File: src/rtl/alu_arb_if.sv
// rtl/alu_arb_if.sv - requester, ALU and result signals shared by alu_arb and its environment
interface alu_arb_if;
  logic        r0_req;
  logic [9:0]  r0_op;
  logic [15:0] r0_a;
  logic [15:0] r0_b;
  logic [7:0]  r0_ps;
  logic        r0_ack;

  logic        r1_req;
  logic [9:0]  r1_op;
  logic [15:0] r1_a;
  logic [15:0] r1_b;
  logic [7:0]  r1_ps;
  logic        r1_ack;

  logic [9:0]  alu_op;
  logic [15:0] alu_a;
  logic [15:0] alu_b;
  logic [7:0]  alu_ps;
  logic [15:0] alu_d;
  logic [7:0]  alu_psr;

  logic [15:0] res_d;
  logic [7:0]  res_psr;
  logic        res_valid0;
  logic        res_valid1;

  modport slave (
    input  r0_req, r0_op, r0_a, r0_b, r0_ps,
    input  r1_req, r1_op, r1_a, r1_b, r1_ps,
    input  alu_d, alu_psr,
    output r0_ack, r1_ack,
    output alu_op, alu_a, alu_b, alu_ps,
    output res_d, res_psr, res_valid0, res_valid1
  );

  modport master (
    output r0_req, r0_op, r0_a, r0_b, r0_ps,
    output r1_req, r1_op, r1_a, r1_b, r1_ps,
    output alu_d, alu_psr,
    input  r0_ack, r1_ack,
    input  alu_op, alu_a, alu_b, alu_ps,
    input  res_d, res_psr, res_valid0, res_valid1
  );
endinterface

File: src/rtl/alu_arb.sv
// rtl/alu_arb.sv - two-requester ALU arbiter with operand and result pipeline stages
// ALU_ARB_RR_EN: round-robin on conflicts; undefined gives fixed priority to requester 0.
module alu_arb (
  input  logic      clk,
  input  logic      reset,
  alu_arb_if.slave  bus
);

  logic        gnt0;
  logic        gnt1;

  logic        last_grant_q, last_grant_d;
  logic        s1_valid_q,   s1_valid_d;
  logic        s1_owner_q,   s1_owner_d;
  logic [9:0]  op_q,         op_d;
  logic [15:0] a_q,          a_d;
  logic [15:0] b_q,          b_d;
  logic [7:0]  ps_q,         ps_d;

  logic [15:0] res_d_q,      res_d_d;
  logic [7:0]  res_psr_q,    res_psr_d;
  logic        res_v0_q,     res_v0_d;
  logic        res_v1_q,     res_v1_d;

  // Grants are suppressed while reset is high so nothing enters the pipe.
  always_comb begin
    gnt0 = 1'b0;
    gnt1 = 1'b0;
    if (!reset) begin
      if (bus.r0_req && bus.r1_req) begin
`ifdef ALU_ARB_RR_EN
        if (last_grant_q) begin
          gnt0 = 1'b1;
        end else begin
          gnt1 = 1'b1;
        end
`else
        gnt0 = 1'b1;
`endif
      end else begin
        gnt0 = bus.r0_req;
        gnt1 = bus.r1_req;
      end
    end
  end

  always_comb begin
    last_grant_d = last_grant_q;
    s1_valid_d   = gnt0 | gnt1;
    s1_owner_d   = s1_owner_q;
    op_d         = op_q;
    a_d          = a_q;
    b_d          = b_q;
    ps_d         = ps_q;
    res_d_d      = res_d_q;
    res_psr_d    = res_psr_q;
    res_v0_d     = 1'b0;
    res_v1_d     = 1'b0;

    if (gnt1) begin
      last_grant_d = 1'b1;
      s1_owner_d   = 1'b1;
      op_d         = bus.r1_op;
      a_d          = bus.r1_a;
      b_d          = bus.r1_b;
      ps_d         = bus.r1_ps;
    end else if (gnt0) begin
      last_grant_d = 1'b0;
      s1_owner_d   = 1'b0;
      op_d         = bus.r0_op;
      a_d          = bus.r0_a;
      b_d          = bus.r0_b;
      ps_d         = bus.r0_ps;
    end

    // The owner tag captured with the operands steers the result, not the current grant.
    if (s1_valid_q) begin
      res_d_d   = bus.alu_d;
      res_psr_d = bus.alu_psr;
      res_v0_d  = ~s1_owner_q;
      res_v1_d  = s1_owner_q;
    end
  end

  always_ff @(posedge clk) begin
    if (reset) begin
      last_grant_q <= 1'b1;
      s1_valid_q   <= 1'b0;
      s1_owner_q   <= 1'b0;
      op_q         <= '0;
      a_q          <= '0;
      b_q          <= '0;
      ps_q         <= '0;
      res_d_q      <= '0;
      res_psr_q    <= '0;
      res_v0_q     <= 1'b0;
      res_v1_q     <= 1'b0;
    end else begin
      last_grant_q <= last_grant_d;
      s1_valid_q   <= s1_valid_d;
      s1_owner_q   <= s1_owner_d;
      op_q         <= op_d;
      a_q          <= a_d;
      b_q          <= b_d;
      ps_q         <= ps_d;
      res_d_q      <= res_d_d;
      res_psr_q    <= res_psr_d;
      res_v0_q     <= res_v0_d;
      res_v1_q     <= res_v1_d;
    end
  end

  assign bus.r0_ack     = gnt0;
  assign bus.r1_ack     = gnt1;
  assign bus.alu_op     = op_q;
  assign bus.alu_a      = a_q;
  assign bus.alu_b      = b_q;
  assign bus.alu_ps     = ps_q;
  assign bus.res_d      = res_d_q;
  assign bus.res_psr    = res_psr_q;
  assign bus.res_valid0 = res_v0_q;
  assign bus.res_valid1 = res_v1_q;

endmodule

File: src/flat_wrapper.sv
// flat-port wrapper written by rule: the top's interface ports become plain ports
module alu_arb_flat 
  (clk, reset, bus_r0_req, bus_r0_op, bus_r0_a, bus_r0_b, bus_r0_ps, bus_r1_req, bus_r1_op, bus_r1_a, bus_r1_b, bus_r1_ps, bus_alu_d, bus_alu_psr, bus_r0_ack, bus_r1_ack, bus_alu_op, bus_alu_a, bus_alu_b, bus_alu_ps, bus_res_d, bus_res_psr, bus_res_valid0, bus_res_valid1);
  alu_arb_if bus_i ();
  input  logic clk;
  input  logic reset;
  input wire logic [$bits(bus_i.r0_req)-1:0] bus_r0_req;
  input wire logic [$bits(bus_i.r0_op)-1:0] bus_r0_op;
  input wire logic [$bits(bus_i.r0_a)-1:0] bus_r0_a;
  input wire logic [$bits(bus_i.r0_b)-1:0] bus_r0_b;
  input wire logic [$bits(bus_i.r0_ps)-1:0] bus_r0_ps;
  input wire logic [$bits(bus_i.r1_req)-1:0] bus_r1_req;
  input wire logic [$bits(bus_i.r1_op)-1:0] bus_r1_op;
  input wire logic [$bits(bus_i.r1_a)-1:0] bus_r1_a;
  input wire logic [$bits(bus_i.r1_b)-1:0] bus_r1_b;
  input wire logic [$bits(bus_i.r1_ps)-1:0] bus_r1_ps;
  input wire logic [$bits(bus_i.alu_d)-1:0] bus_alu_d;
  input wire logic [$bits(bus_i.alu_psr)-1:0] bus_alu_psr;
  output wire logic [$bits(bus_i.r0_ack)-1:0] bus_r0_ack;
  output wire logic [$bits(bus_i.r1_ack)-1:0] bus_r1_ack;
  output wire logic [$bits(bus_i.alu_op)-1:0] bus_alu_op;
  output wire logic [$bits(bus_i.alu_a)-1:0] bus_alu_a;
  output wire logic [$bits(bus_i.alu_b)-1:0] bus_alu_b;
  output wire logic [$bits(bus_i.alu_ps)-1:0] bus_alu_ps;
  output wire logic [$bits(bus_i.res_d)-1:0] bus_res_d;
  output wire logic [$bits(bus_i.res_psr)-1:0] bus_res_psr;
  output wire logic [$bits(bus_i.res_valid0)-1:0] bus_res_valid0;
  output wire logic [$bits(bus_i.res_valid1)-1:0] bus_res_valid1;
  assign bus_i.r0_req = bus_r0_req;
  assign bus_i.r0_op = bus_r0_op;
  assign bus_i.r0_a = bus_r0_a;
  assign bus_i.r0_b = bus_r0_b;
  assign bus_i.r0_ps = bus_r0_ps;
  assign bus_i.r1_req = bus_r1_req;
  assign bus_i.r1_op = bus_r1_op;
  assign bus_i.r1_a = bus_r1_a;
  assign bus_i.r1_b = bus_r1_b;
  assign bus_i.r1_ps = bus_r1_ps;
  assign bus_i.alu_d = bus_alu_d;
  assign bus_i.alu_psr = bus_alu_psr;
  assign bus_r0_ack = bus_i.r0_ack;
  assign bus_r1_ack = bus_i.r1_ack;
  assign bus_alu_op = bus_i.alu_op;
  assign bus_alu_a = bus_i.alu_a;
  assign bus_alu_b = bus_i.alu_b;
  assign bus_alu_ps = bus_i.alu_ps;
  assign bus_res_d = bus_i.res_d;
  assign bus_res_psr = bus_i.res_psr;
  assign bus_res_valid0 = bus_i.res_valid0;
  assign bus_res_valid1 = bus_i.res_valid1;
  alu_arb u_core (.clk(clk), .reset(reset), .bus(bus_i));
endmodule
File: config.mk
export PLATFORM = sky130hd
export DESIGN_NAME = alu_arb_flat
export DESIGN_NICKNAME = d
export VERILOG_FILES = /design/src/rtl/alu_arb_if.sv /design/src/rtl/alu_arb.sv /design/src/flat_wrapper.sv
export SDC_FILE = /design/constraint.sdc
export NUM_CORES = 1
export LEC_CHECK = 0
export ABC_AREA = 1
export CORE_ASPECT_RATIO = 0.7
export CORE_MARGIN = 1
export CORE_UTILIZATION = 42
export CTS_CLUSTER_SIZE = 28
export DETAILED_ROUTE_END_ITERATION = 8
export PLACE_DENSITY = 0.87
export RECOVER_POWER = 25
export SKIP_LAST_GASP = 1
export SLEW_MARGIN = 20
export SYNTH_ARGS = -nofsm -noshare
export SYNTH_HDL_FRONTEND = slang
export SYNTH_SLANG_ARGS = --single-unit
File: constraint.sdc
create_clock -name clk -period 1.79 [get_ports clk]
set_input_delay 0.358 -clock clk [delete_from_list [all_inputs] [get_ports clk]]
set_output_delay 0.358 -clock clk [all_outputs]
set_load 0.02 [all_outputs]
* Yosys cells after proc, flatten, opt, wreduce, memory -nomap -nowiden *
Cells that the tools add are included.

storage, ports and cells
  output and inout bits = 78
  ROM bits = 0
  flip-flop bits (word level) = 78
  memories kept = 0
  bits in writable memories = 0
  bits of input ports = 128
  logic and storage cells = 30
  latch bits = 0

cells by class
  muxes and demuxes = 14
  $lt $le $gt $ge = 0
  div/mod/pow operators = 0
  equality and inequality tests = 0
  $mul = 0
  shift operators = 0
  reduce and logical (&&, ||, !) cells = 3
  bitwise logic cells = 3
  $add $sub $neg = 0

operators by type and width
  kind               number
  $mux 16            4
  $mux 10            2
  $mux 8             2
  $mux 1             6
  $not 1->1          2
  $reduce_bool 2->1  1
  $reduce_or 2->1    1
  $logic_and 1x1->1  1
  $or 1x1->1         1

* Logic depth before layout (Yosys ltp) *
Gate-level depths: netlist of run 1.

  word-level depth = 5
  depth in mapped cells = 8

* Worst setup path after synthesis of run 1 *
No wires, ideal clock.

  path type = input -> output
  start point = input bus_r0_req
  end point = output bus_r1_ack
  slack = 415 ps
  path buffers = 2
  stages on the path = 5
  arrival time = 1017 ps
  cell sequence = buf_4 > nor2_8 > nand2_2 > buf_2 > inv_1

between the ends
  cells in the longest elaborated chain, start to end = 3

ends and longest elaborated chain
  item               line                source
  from (decl)        flat_wrapper.sv:7   input wire logic [$bits(bus_i.r0_req)-1:0] bus_r0_req;
  $logic_and 1x1->1  alu_arb.sv:30       if (bus.r0_req && bus.r1_req) begin
  $mux 1             alu_arb.sv:30
  $mux 1             alu_arb.sv:29       if (!reset) begin
  to (decl)          flat_wrapper.sv:20  output wire logic [$bits(bus_i.r1_ack)-1:0] bus_r1_ack;

Every way passes these cells.

* Worst setup path after layout of run 1 *
  start point = input reset
  end point = output bus_r1_ack

between the ends
  cells in the longest elaborated chain, start to end = 1

ends and longest elaborated chain
  item         line               source
  from (decl)  flat_wrapper.sv:6  input logic reset;
  $mux 1       alu_arb.sv:29

Every way passes these cells.

==> results.md, run 1 <==
| Quantity | This run |
|:---|:---|
| Status | complete, no violations |
| Leakage power | 2.72 nW |
| Worst voltage drop across the vdd grid | 0.641 mV |
| Unrepaired setup endpoints after global routing | false |
| Post-synthesis register bit count | 78 |
| Yosys Warn Count | 0 |
| Count of input and output buffers | 205 |
| Achievable frequency | 0.585 GHz |
| All-layer global routing usage | 25.9% |
| Post-Layout Cell Count | 867 |
| Slew Limit Headroom | 29.3% |
| Worst Max-Slew Pin Slew | 1.06 ns |
| Share of the cycle needed by the critical path after routing | 95.5% |
| Type of the worst setup path | input pin to primary output |
| Power density relative to cell area | 845 nW/um2 |
| Maximum number of buffers from clock root to sink | 2 |
| Core footprint | 8480 um2 |
| Vias per cell | 4.92 |
| Clock skew after layout | 0.00629 ns |
| Total Nets Final | 870 |
| Clk sinks | 78 |
| Final instance area | 6080 um2 |
| Number of distinct library cell variants in the gate-level netlist after synthesis | 19 |
| Part of the power in combinational logic | 21.6% |
| Drt first-iter violations | 228 |
| Number of hold buffers added after CTS | 0 |
| Cell Count Post-Placement | 851 |
| WP data arrival | 1.35 ns |
| Global route total overflow | 0 |
| Post-CTS setup buffer count | 0 |
| First-pass iteration count of the detailed router | 6 |
| Initial cell density of the core | 43.4% |
| Number of vias after detailed routing | 4262 |
| Hold crit path type | flop to flop |
| Average size of a mapped cell | 6.59 um2 |
| Number of buffers created by CTS | 9 |
| Worst-skew pair later-pin latency | 0.33 ns |
| PostCTS Resize Cnt | 0 |
| Final routed wirelength across all metal layers | 12.0 mm |
| Most used cells in the layout excluding fill and tap cells | clkdlybuf4s50_1 (202), nand2_1 (153), nand3_1 (100) |
| Leading cell type in the layout, fill and taps excluded | clkdlybuf4s50_1 |
| Required time of the critical path | 1.43 ns |
| Final count of hold timing violations | 0 |
| Setup Viol. Count Final | 0 |
| Synthesized net count | 686 |
| Slew Viols, Final | 0 |
| Critical path startpoint category | input pin |
| Via count of the first global-routing pass | 3878 |
| Total internal power | 0.00379 W |
| H-tree depth | 3 |
| Relative contribution of the clock network to total power | 40.9% |
| Sw power | 0.00134 W |
| Minimum clock period | 1.71 ns |
| Number of DRC violations after detailed routing | 0 |
| Clock-pin slew reported for the worst setup and hold paths after clock tree synthesis | 0.06 ns |
| Cell count after synthesis | 558 |
| Detailed placer's ending HPWL | 8.39 mm |
| Sequential area share after synthesis | 42.4% |
| Maximum number of pins on one net before global-route repair | 52 |
| Number of maximum-capacitance violations | 0 |
| Type of destination of the critical path | primary output |
| Initial antenna violation count | 0 |
| Number of I/O pins | 206 |
| Floorplan die height | 80.3 um |
| Switch share | 26.1% |
| FP Rows | 28 |
| DRT antenna net count | 0 |
| Fraction of layout cells with a size suffix above 1 | 4.69% |
| Antenna diodes | 0 |
| Clock tree from TritonCTS | done |
| Post-detailed-placement cell area | 5750 um2 |
| Area delta synth->final | 65.2% |
| Total power | 0.00513 W |
| Crit path max fanout | 3 |
| Chip Width | 114 um |
| Global-route wire length before repair | 18.6 mm |
| Post-layout util | 71.7% |
| Detail-routed net length per standard cell | 13.9 um |
| Cell area after synthesis | 3680 um2 |
| Die area | 9140 um2 |
| Root Buffer | clkbuf_16 |
| Placer Congestion | 0.820 |
| Setup TNS Final | 0 ns |
| Sequential share of power | 37.5% |
## Yosys cell counts
cell type	instances	area share [%]
buf_4	3	0.61
buf_2	25	3.4
buf_6	2	0.61
clkbuf_1	13	1.3
a21oi_1	50	6.8
inv_1	53	5.4
nand2_1	153	16
nor3_1	1	0.14
o21ai_4	1	0.44
buf_1	2	0.20
o21ai_0	24	3.3
inv_2	1	0.10
nor2_1	48	4.9
nor2_8	1	0.54
dfxtp_1	78	42
nand2_2	1	0.17
and3_1	1	0.17
inv_6	1	0.24
nand3_1	100	14
## final cells by class
cell class,instances,area (um2)
fill,695,2400
timing repair buffer,218,2130
multi-input combinational,380,1680
sequential,78,1560
clock buffer,9,225
inverter,55,211
tap,120,150
clock inverter,7,120
## worst paths after layout
| kind | from | end | slack, ns | cells past startpoint |
|---|---|---|---|---|
| worst max-delay path | reset | bus_r1_ack | 0.08 | 5 |
| worst min-delay path | u_core.s1_owner_q | u_core.bus.res_valid0 | 0.45 | 1 |
| worst max register to register | u_core.s1_valid_q | u_core.bus.res_d[1] | 0.27 | 3 |
| worst min register to register | u_core.s1_owner_q | u_core.bus.res_valid0 | 0.45 | 1 |
## critical path, cell delays in order
cell             delay [ns]
buf_2                  0.16
nor2_8                 0.12
nand2_2                0.05
inv_1                  0.06
clkdlybuf4s50_1        0.60
## power by group through the flow
stage / sequential, W / clock (W) / combinational (W)
finish: 0.00193 / 0.00210 / 0.00111
global route: 0.00194 / 0.00221 / 0.00120
CTS: 0.00192 / 0.00212 / 0.00112
detailed placement: 0.00196 / 0 / 0.00112
global placement: 0.00195 / 0 / 0.00109
floorplan: 0.00210 / 0 / 0.000363
## state kept, by name, indices dropped and copies added, names as in the netlist
| signal | flops |
|---|---|
| u_core.bus.res_valid1 | 1 |
| u_core.bus.alu_a | 16 |
| u_core.s1_owner_q | 1 |
| u_core.bus.alu_op | 10 |
| u_core.bus.res_valid0 | 1 |
| u_core.bus.res_psr | 8 |
| u_core.bus.alu_b | 16 |
| u_core.bus.res_d | 16 |
| u_core.bus.alu_ps | 8 |
| u_core.s1_valid_q | 1 |
## kinds of logic (layout without fill, tap and decap cells)
group	count (synthesis)	in the layout	synth area share, %
buffers and inverters	100	289	11.9
AND/OR/NAND/NOR	305	305	35.1
AO/OA/AOI/OAI	75	75	10.5
flip-flops	78	78	42.4
## metrics by stage
| step | hold slack (ns) | setup slack (ns) |
|---|---|---|
| finish | 0.447 | 0.0804 |
| global route | 0.473 | 0.0277 |
| CTS | 0.451 | 0.0728 |
| detailed placement | 0.443 | 0.0734 |
| global placement | 0.432 | 0.107 |
| floorplan | 0.418 | 0.415 |
## metal layers
layer	share of wire [%]	wire length (um)	GRT usage [%]
met1	41	4940	29.7
met2	48	5830	45.9
met3	7.9	947	7.32
met4	2.5	302	10.5
met5	0	0	0
Note: power is estimated with default switching activity, not from simulation.
==> inputs of run 2 (changes only) <==
Settings changed: CORE_MARGIN 1 to 4.
==> results.md, run 2 (synthesized netlist as in run 1, its figures left out) <==
| Quantity | This run | Delta |
|:---|:---|:---|
| Root Buffer | clkbuf_16 | unchanged |
| PostCTS Resize Cnt | 0 | unchanged |
| Global route total overflow | 0 | unchanged |
| Hold crit path type | flop to flop | unchanged |
| Leakage power | 2.71 nW | was 2.72 nW |
| Global-route wire length before repair | 19.9 mm | was 18.6 mm |
| Total Nets Final | 870 | unchanged |
| Critical path startpoint category | input pin | unchanged |
| Detailed placer's ending HPWL | 9.07 mm | was 8.39 mm |
| R2R Setup Slk | 0.30 ns | was 0.27 ns |
| Maximum number of buffers from clock root to sink | 2 | unchanged |
| Multi-input gate area | 1680 um2 | unchanged |
| Antenna diodes | 0 | unchanged |
| FP Rows | 28 | unchanged |
| Final routed wirelength across all metal layers | 12.7 mm | was 12.0 mm |
| Number of I/O pins | 206 | unchanged |
| Die area | 10300 um2 | was 9140 um2 |
| Number of hold buffers added after CTS | 0 | unchanged |
| Chip Width | 120 um | was 114 um |
| Final instance area | 6070 um2 | was 6080 um2 |
| Pre-CTS setup slack | 0.0648 ns | was 0.0734 ns |
| Drt first-iter violations | 230 | was 228 |
| Number of maximum-capacitance violations | 0 | unchanged |
| Worst-skew pair later-pin latency | 0.33 ns | about the same |
| Share of the cycle needed by the critical path after routing | 95.8% | was 95.5% |
| Crit path max fanout | 9 | was 3 |
| Number of DRC violations after detailed routing | 0 | unchanged |
| Setup TNS Final | 0 ns | unchanged |
| Minimum clock period | 1.71 ns | about the same |
| Clock-pin slew reported for the worst setup and hold paths after clock tree synthesis | 0.06 ns | about the same |
| Clock tree from TritonCTS | done | unchanged |
| Clock skew after layout | 0.00286 ns | was 0.00629 ns |
| Leading cell type in the layout, fill and taps excluded | clkdlybuf4s50_1 | unchanged |
| Post-CTS setup buffer count | 0 | unchanged |
| Filler Cells Inserted | 693 | was 695 |
| Setup Viol. Count Final | 0 | unchanged |
| Worst Max-Slew Pin Slew | 0.967 ns | was 1.06 ns |
| Vias per cell | 5.00 | was 4.92 |
| All-layer global routing usage | 23.7% | was 25.9% |
| Required time of the critical path | 1.43 ns | about the same |
| Most used cells in the layout excluding fill and tap cells | clkdlybuf4s50_1 (202), nand2_1 (153), nand3_1 (100) | unchanged |
| Maximum number of pins on one net before global-route repair | 77 | was 52 |
| Area delta synth->final | 64.9% | was 65.2% |
| Slew Viols, Final | 0 | unchanged |
| Final count of hold timing violations | 0 | unchanged |
| Worst voltage drop across the vdd grid | 0.616 mV | was 0.641 mV |
| Number of buffers created by CTS | 9 | unchanged |
| Number of vias after detailed routing | 4338 | was 4262 |
| First-pass iteration count of the detailed router | 5 | was 6 |
| Initial cell density of the core | 43.4% | unchanged |
| Count of input and output buffers | 205 | unchanged |
| Floorplan die height | 86.3 um | was 80.3 um |
| Slew Limit Headroom | 35.5% | was 29.3% |
| H-tree depth | 3 | unchanged |
| Final worst-path setup slack | 0.0758 ns | was 0.0804 ns |
| Status | complete, no violations | unchanged |
| FF/Latch Area | 1560 um2 | unchanged |
| Type of destination of the critical path | primary output | unchanged |
| Clk sinks | 78 | unchanged |
| Power density relative to cell area | 825 nW/um2 | was 845 nW/um2 |
| Worst hold stages | 1 | unchanged |
| Type of the worst setup path | input pin to primary output | unchanged |
| Initial antenna violation count | 0 | unchanged |
| Fraction of layout cells with a size suffix above 1 | 4.55% | was 4.69% |
| Placer Congestion | 0.825 | was 0.820 |
| Unrepaired setup endpoints after global routing | false | unchanged |
| Core footprint | 8480 um2 | unchanged |
| DRT antenna net count | 0 | unchanged |
| Via count of the first global-routing pass | 4104 | was 3878 |
| Detail-routed net length per standard cell | 14.6 um | was 13.9 um |
| Post-detailed-placement cell area | 5750 um2 | unchanged |
| Number of cells traversed by the worst register-to-register path | 3 | unchanged |
| Achievable frequency | 0.583 GHz | was 0.585 GHz |
| WP data arrival | 1.36 ns | was 1.35 ns |
==> run 2: cell count changes in the layout (fill, tap and decap cells not counted) <==
cell | previous run | this run
buf_12 | 0 | 1
clkbuf_2 | 1 | 0
inv_6 | 2 | 3
clkbuf_4 | 1 | 0
bufinv_16 | 3 | 2
clkbuf_1 | 1 | 2
buf_2 | 3 | 4
clkinv_2 | 1 | 0
==> run 2: layer usage <==
| layer | global-route usage, % | up-vias | routed length, um |
|---|---|---|---|
| met1 | 26.5 | 1970 | 4960 |
| met5 | 0 | - | 0 |
| met4 | 8.52 | 0 | 316 |
| met2 | 43.5 | 215 | 6390 |
| met3 | 6.52 | 23 | 1020 |
| li1 | - | 2130 | - |
==> run 2: worst max-delay path, stage by stage <==
cell	delay (ns)
buf_2	0.23
nand2_1	0.11
inv_1	0.07
clkdlybuf4s50_1	0.59
==> run 2: worst paths after layout <==
path,from,end
hold reg to reg,u_core.s1_owner_q,u_core.bus.res_valid0
setup / recovery,bus_r0_req,bus_r0_ack
setup reg to reg,u_core.s1_valid_q,u_core.bus.res_d[6]
hold / removal,u_core.s1_owner_q,u_core.bus.res_valid0
==> run 2: cell type report <==
cell class                      count  share of cell area, %
Clock inverter                      6                   1.55
Multi-Input combinational cell    380                   27.7
Tap cell                          120                   2.48
Clock buffer                       10                   3.77
Inverter                           55                   3.49
Timing Repair Buffer              218                   35.3
Sequential cell                    78                   25.7
==> run 2: per-stage QoR <==
step	utilization, %	instances	total power (W)	hold WS (ns)
2_1_floorplan	-	558	0.00247	0.418
3_3_place_gp	67.8	851	0.00305	0.434
3_5_place_dp	67.8	851	0.00308	0.444
4_1_cts	71.6	867	0.00505	0.454
5_1_grt	71.5	867	0.00521	0.478
6_report	71.5	867	0.00501	0.452
==> run 2: power breakdown <==
group          total [W]  switching (W)  internal (W)
registers        0.00192      0.0000617       0.00186
logic            0.00112       0.000549      0.000572
clock network    0.00196       0.000730       0.00123
total            0.00501        0.00134       0.00367
==> inputs of run 3 (changes only) <==
Settings changed: SLEW_MARGIN 20 to 30.
==> results of run 3 <==
Final layout, timing and power as in run 2 (identical DEF).
